### config.mk
export PLATFORM = sky130hd
export DESIGN_NAME = subslot_expander_n_flat
export DESIGN_NICKNAME = d
export VERILOG_FILES = /design/src/rtl/subslot_expander_n_pkg.sv /design/src/rtl/subslot_expander_n_if.sv /design/src/rtl/subslot_expander_n.sv /design/src/flat_wrapper.sv
export SDC_FILE = /design/constraint.sdc
export NUM_CORES = 1
export LEC_CHECK = 0
export BUFFER_PORTS_ARGS = -buffer_cell sky130_fd_sc_hd__buf_4
export CORE_ASPECT_RATIO = 2
export CORE_MARGIN = 2
export CORE_UTILIZATION = 49
export CTS_CLUSTER_DIAMETER = 50
export DETAILED_ROUTE_END_ITERATION = 12
export MAX_ROUTING_LAYER = met4
export PLACE_DENSITY = 0.79
export SLEW_MARGIN = 20
export SYNTH_ARGS = -nofsm -noshare
export SYNTH_HDL_FRONTEND = slang
export SYNTH_SLANG_ARGS = --single-unit
### constraint.sdc
create_clock -name clk -period 3 [get_ports clk]
set_input_delay 0.6 -clock clk [delete_from_list [all_inputs] [get_ports clk]]
set_output_delay 0.6 -clock clk [all_outputs]
set_load 0.03 [all_outputs]
### src/rtl/subslot_expander_n_pkg.sv
// Shared types and constants for the MSX subslot expander.
// Optional feature macro used by the top: SUBSLOT_EXPANDER_WRCNT_EN.
package msx_subslot_pkg;

  // Per-slot access mode as presented on slot_mode.
  typedef enum logic [1:0] {
    SS_OFF    = 2'd0,
    SS_EXP    = 2'd1,
    SS_EXP_WO = 2'd2,
    SS_RSVD   = 2'd3
  } subslot_mode_t;

  // Bus access FSM states.
  typedef enum logic [1:0] {
    SS_IDLE   = 2'd0,
    SS_RD_ACT = 2'd1,
    SS_HOLD   = 2'd2
  } subslot_state_t;

  // Conventional MSX location of the secondary-slot register.
  localparam logic [15:0] SUBSLOT_REG_DEFAULT = 16'hFFFF;

  // The reserved mode code behaves exactly like a plain expanded slot.
  function automatic subslot_mode_t fold_mode(input logic [1:0] raw);
    subslot_mode_t m;
    if (raw == 2'd3) m = SS_EXP;
    else             m = subslot_mode_t'(raw);
    return m;
  endfunction

endpackage

### src/rtl/subslot_expander_n_if.sv
// CPU-side bus bundle seen by the subslot expander.
// master = CPU / bus driver, slave = expander.
interface subslot_expander_n_if;

  logic [15:0] addr;
  logic [7:0]  data_in;
  logic        mreq;
  logic        rd;
  logic        wr;
  logic        req;
  logic [7:0]  data;
  logic        output_rq;

  modport master (
    output addr, data_in, mreq, rd, wr, req,
    input  data, output_rq
  );

  modport slave (
    input  addr, data_in, mreq, rd, wr, req,
    output data, output_rq
  );

endinterface

### src/rtl/subslot_expander_n.sv
// Parametrised MSX secondary-slot expander: one subslot select register per
// primary slot, a one-write-per-access FSM, a registered read path and a
// write-notify strobe for downstream mapper/cache logic.
// Optional: define SUBSLOT_EXPANDER_WRCNT_EN to add saturating per-slot
// write counters on the wr_count port.
module subslot_expander_n
  import msx_subslot_pkg::*;
#(
  parameter int          NUM_SLOTS   = 4,
  parameter int          SLOT_W      = $clog2(NUM_SLOTS),
  parameter logic [15:0] REG_ADDR    = SUBSLOT_REG_DEFAULT,
  parameter bit          INVERT_READ = 1'b1
) (
  input  logic                   clk,
  input  logic                   reset,
  subslot_expander_n_if.slave    bus,
  input  logic [SLOT_W-1:0]      active_slot,
  input  logic [2*NUM_SLOTS-1:0] slot_mode,
  input  logic [8*NUM_SLOTS-1:0] slot_init,
  input  logic                   expander_force_en,
  output logic [1:0]             active_subslot,
  output logic                   wr_pulse,
  output logic [SLOT_W-1:0]      wr_slot
`ifdef SUBSLOT_EXPANDER_WRCNT_EN
  ,
  output logic [8*NUM_SLOTS-1:0] wr_count
`endif
);

  subslot_mode_t     em;
  logic              cs;
  logic              wr_accept;
  logic              rd_accept;
  logic [7:0]        sub_reg [NUM_SLOTS];
  logic [7:0]        cur_reg;
  logic [7:0]        read_value;
  subslot_state_t    state_reg;
  logic [7:0]        data_q_reg;
  logic              wr_pulse_reg;
  logic [SLOT_W-1:0] wr_slot_reg;

  // Effective mode of the selected slot, chip select and accept conditions.
  // Writes are only taken from IDLE so a held request writes exactly once,
  // and a write in the same cycle as a read suppresses the read claim.
  always_comb begin
    em         = expander_force_en ? SS_EXP
                                   : fold_mode(slot_mode[{active_slot, 1'b0} +: 2]);
    cs         = (bus.addr == REG_ADDR) && bus.mreq && (em != SS_OFF);
    wr_accept  = (state_reg == SS_IDLE) && cs && bus.wr && bus.req;
    rd_accept  = (state_reg == SS_IDLE) && cs && bus.rd &&
                 (em != SS_EXP_WO) && !wr_accept;
    cur_reg    = sub_reg[active_slot];
    read_value = INVERT_READ ? ~cur_reg : cur_reg;
  end

  // Register file: one subslot select byte per primary slot.
  for (genvar gi = 0; gi < NUM_SLOTS; gi++) begin : g_slot
    logic [7:0] slot_reg;

    // Load the per-slot init value on reset, otherwise take accepted writes.
    always_ff @(posedge clk) begin
      if (reset) begin
        slot_reg <= slot_init[8*gi +: 8];
      end else if (wr_accept && (active_slot == SLOT_W'(gi))) begin
        slot_reg <= bus.data_in;
      end
    end

    assign sub_reg[gi] = slot_reg;
  end

  // Access FSM with the read latch and write-notify registers.
  // Read data is captured once on entry to RD_ACT, so a change of
  // active_slot mid-access does not retarget the returned value.
  always_ff @(posedge clk) begin
    if (reset) begin
      state_reg    <= SS_IDLE;
      data_q_reg   <= 8'hFF;
      wr_pulse_reg <= 1'b0;
      wr_slot_reg  <= '0;
    end else begin
      wr_pulse_reg <= 1'b0;
      case (state_reg)
        SS_IDLE: begin
          if (wr_accept) begin
            state_reg    <= SS_HOLD;
            wr_pulse_reg <= 1'b1;
            wr_slot_reg  <= active_slot;
          end else if (rd_accept) begin
            state_reg  <= SS_RD_ACT;
            data_q_reg <= read_value;
          end
        end
        SS_RD_ACT: begin
          if (!(cs && bus.rd)) state_reg <= SS_IDLE;
        end
        SS_HOLD: begin
          if (!(cs && (bus.wr || bus.rd))) state_reg <= SS_IDLE;
        end
        default: state_reg <= SS_IDLE;
      endcase
    end
  end

  // The bus only sees the latched byte while the read is being claimed.
  assign bus.output_rq = (state_reg == SS_RD_ACT);
  assign bus.data      = (state_reg == SS_RD_ACT) ? data_q_reg : 8'hFF;
  assign wr_pulse      = wr_pulse_reg;
  assign wr_slot       = wr_slot_reg;

  // Page-select mux: addr[15:14] picks the 2-bit field of the current slot.
  assign active_subslot = (em == SS_OFF) ? 2'b00
                                         : cur_reg[{bus.addr[15:14], 1'b0} +: 2];

`ifdef SUBSLOT_EXPANDER_WRCNT_EN
  // Saturating count of accepted writes per slot.
  for (genvar gi = 0; gi < NUM_SLOTS; gi++) begin : g_wrcnt
    logic [7:0] cnt_reg;

    // Increment on an accepted write to this slot, holding at 8'hFF.
    always_ff @(posedge clk) begin
      if (reset) begin
        cnt_reg <= 8'h00;
      end else if (wr_accept && (active_slot == SLOT_W'(gi)) && (cnt_reg != 8'hFF)) begin
        cnt_reg <= cnt_reg + 8'h01;
      end
    end

    assign wr_count[8*gi +: 8] = cnt_reg;
  end
`endif

endmodule

### src/flat_wrapper.sv
// flat-port wrapper written by rule: the top's interface ports become plain ports
module subslot_expander_n_flat import msx_subslot_pkg::*;
#(
  parameter int          NUM_SLOTS   = 4,
  parameter int          SLOT_W      = $clog2(NUM_SLOTS),
  parameter logic [15:0] REG_ADDR    = SUBSLOT_REG_DEFAULT,
  parameter bit          INVERT_READ = 1'b1
)
  (clk, reset, active_slot, slot_mode, slot_init, expander_force_en, active_subslot, wr_pulse, wr_slot, bus_addr, bus_data_in, bus_mreq, bus_rd, bus_wr, bus_req, bus_data, bus_output_rq);
  subslot_expander_n_if bus_i ();
  input  logic clk;
  input  logic reset;
  input  logic [SLOT_W-1:0] active_slot;
  input  logic [2*NUM_SLOTS-1:0] slot_mode;
  input  logic [8*NUM_SLOTS-1:0] slot_init;
  input  logic expander_force_en;
  output logic [1:0] active_subslot;
  output logic wr_pulse;
  output logic [SLOT_W-1:0] wr_slot;
  input wire logic [$bits(bus_i.addr)-1:0] bus_addr;
  input wire logic [$bits(bus_i.data_in)-1:0] bus_data_in;
  input wire logic [$bits(bus_i.mreq)-1:0] bus_mreq;
  input wire logic [$bits(bus_i.rd)-1:0] bus_rd;
  input wire logic [$bits(bus_i.wr)-1:0] bus_wr;
  input wire logic [$bits(bus_i.req)-1:0] bus_req;
  output wire logic [$bits(bus_i.data)-1:0] bus_data;
  output wire logic [$bits(bus_i.output_rq)-1:0] bus_output_rq;
  assign bus_i.addr = bus_addr;
  assign bus_i.data_in = bus_data_in;
  assign bus_i.mreq = bus_mreq;
  assign bus_i.rd = bus_rd;
  assign bus_i.wr = bus_wr;
  assign bus_i.req = bus_req;
  assign bus_data = bus_i.data;
  assign bus_output_rq = bus_i.output_rq;
  subslot_expander_n #(.NUM_SLOTS(NUM_SLOTS), .SLOT_W(SLOT_W), .REG_ADDR(REG_ADDR), .INVERT_READ(INVERT_READ)) u_core (.clk(clk), .reset(reset), .bus(bus_i), .active_slot(active_slot), .slot_mode(slot_mode), .slot_init(slot_init), .expander_force_en(expander_force_en), .active_subslot(active_subslot), .wr_pulse(wr_pulse), .wr_slot(wr_slot));
endmodule
==> impl_metrics.ini <==
[drt]
first_iter_violations = 47
viasPerCell = 5.42
route.detailed.drc = 0
wl_per_cell_um = 14.3
dr.pass1.iters = 4
routed_wl_um = 5330
postRouteAntennaNets = 0
vias = 2015

[cells_and_area]
n_fill_cell = 379
antenna_cells = 0
fin_area_um2 = 3180
syn_to_final_growth_pct = 34.6
nets = 390
largest_register_ffs = 32
fin_util_pct = 68.5
layout-drive-gt1-share_pct = 36.3
seq_area_um2 = 1220
multiInputGateArea_um2 = 1080

[clock_network]
numCtsBuffers = 5
cts_buffer_depth = 2
cts_resized = 0
postCtsHoldBufs = 0
post_cts_buffers = 0
cts_sinks = 45
clk_pin_slew_ps = 80
clk_latency_ps = 290
h-tree-depth = 2
clockRootBuffer = clkbuf_8
cts_tree = built

[place]
place.gp.congestion = 0.843
dp_hpwl_um = 4310
port_buffers = 86
preCtsSetupSlack_ps = 184
placed_area_um2 = 3070

[yosys]
ys_seq_elements = 45
syn_area_per_cell_um2 = 10.3
synthCells = 230
synth_area_um2 = 2360
yosysWarnings = 0
syn_nets = 303
synth_ff_type = edfxtp_1
synth_edf_count = 32
async_flop_share_pct = 0
yosysSeqAreaShare_pct = 51.7
ys_types = 35

[critical_path]
crit_path_max_fanout = 12
worstSetupStartpointType = input port
path_class = input port to output port
endpoint_kind = output port
cp_data_required_time_ps = 2400
worst_ep_arrival_time_ps = 2040

[sta]
post-route-period-util_pct = 88.0
finalSetupViolCount = 0
slew_violations = 0
clock_skew_ps = 3.58
max-slew-margin-rel_pct = 50.5
max_freq_ghz = 0.379
worst_slack_ps = 361
tns_ps = 0
hold_viol = 0
rsz0062_at_grt = false
tightest_slew_ps = 738
period_minus_slack_ps = 2640

[global_routing]
gr-total-overflow = 0
grt_pass1_wl_um = 8670
grt_antenna_before_repair = 0
grt_max_degree = 45
grt_pass1_vias = 2039
track_usage_pct = 22.5

[die]
die-area_um2 = 5430
pin_count = 87
coreArea_um2 = 4640
start_util_pct = 50.9
fp.dieH_um = 102
die_w_um = 53.1
num_rows = 35

[pwr]
cellLeakagePower_uw = 0.00139
vdd_ir_drop_max_mv = 0.469
p_per_area_nw_per_um2 = 441

[min_path]
hp-class = flop to flop

[flow_run]
drv_cap = 0

[run_status]
status = completed
-- critical path, stage by stage --
cell	delay [ps]
buf_4	190
mux4_2	550
and2b_2	220
a211oi_1	220
a211oi_1	80
buf_4	180
-- path summary, 6_finish.rpt --
kind / start / to / slack, ps / cells past startpoint
hold reg to reg: u_core.wr_slot[1] / u_core.wr_slot[1] / 470 / 2
hold / removal: u_core.wr_slot[1] / u_core.wr_slot[1] / 470 / 2
setup / recovery: active_slot[0] / active_subslot[1] / 360 / 6
setup reg to reg: u_core.state_reg[0] / u_core.g_slot[0].slot_reg[6] / 1120 / 3
-- power by group --
group          total [uW]  internal, uW  switching [uW]  leakage [uW]
logic                 239           127             112      0.000918
registers             722           712            10.4      0.000417
clock network         441           242             199     0.0000540
-- stage by stage --
stage	hold WS [ps]	power, uW	std cells
2_1_floorplan	472	857	230
3_3_place_gp	464	968	365
3_5_place_dp	466	977	365
4_1_cts	477	1410	372
5_1_grt	507	1450	372
6_report	474	1400	372
-- synthesized netlist by cell type (3+ instances only) --
master	number	area, um2
nand2_1	81	304
edfxtp_1	32	961
mux2i_1	14	140
dfxtp_1	13	260
clkbuf_1	10	37.5
nand2b_1	10	62.6
nor2_1	10	37.5
mux4_2	9	203
and2_1	8	50.1
a211oi_1	5	37.5
nand4_1	4	25.0
o21ai_0	4	20.0
nor3_1	3	15.0
-- cell families (layout without fill, tap and decap cells) --
group / Yosys count / in the layout / synth area share [%]
flops: 45 / 45 / 51.7
compound gates: 15 / 15 / 4.50
simple gates: 133 / 133 / 26.7
buf+inv: 14 / 101 / 2.65
mux: 23 / 23 / 14.5
-- layout make-up --
| type | instances | area share [%] |
|---|---|---|
| Inverter | 1 | 0.118 |
| Multi-Input combinational cell | 171 | 34.1 |
| Clock buffer | 5 | 2.16 |
| Clock inverter | 2 | 1.10 |
| Tap cell | 55 | 2.16 |
| Sequential cell | 45 | 38.4 |
| Timing Repair Buffer | 93 | 22.0 |
-- layer usage --
layer  track usage, %  routed length [um]  up-vias
met2             43.8                3150       66
li1                 -                   -      980
met3             2.05                 196       15
met5                -                   0        -
met1             19.7                1770      954
met4             11.8                 206        0
-- cell usage in the layout (no fill, tap or decap), types with 3 or more instances in the layout --
| cell | count |
|---|---|
| mux4_2 | 9 |
| nand4_1 | 4 |
| nor2_1 | 10 |
| nand2b_1 | 10 |
| nor3_1 | 3 |
| buf_4 | 93 |
| mux2i_1 | 14 |
| clkbuf_8 | 5 |
| edfxtp_1 | 32 |
| nand2_1 | 81 |
| dfxtp_1 | 13 |
| and2_1 | 8 |
| o21ai_0 | 4 |
| a211oi_1 | 5 |
Power figures use the tool's default switching activity.
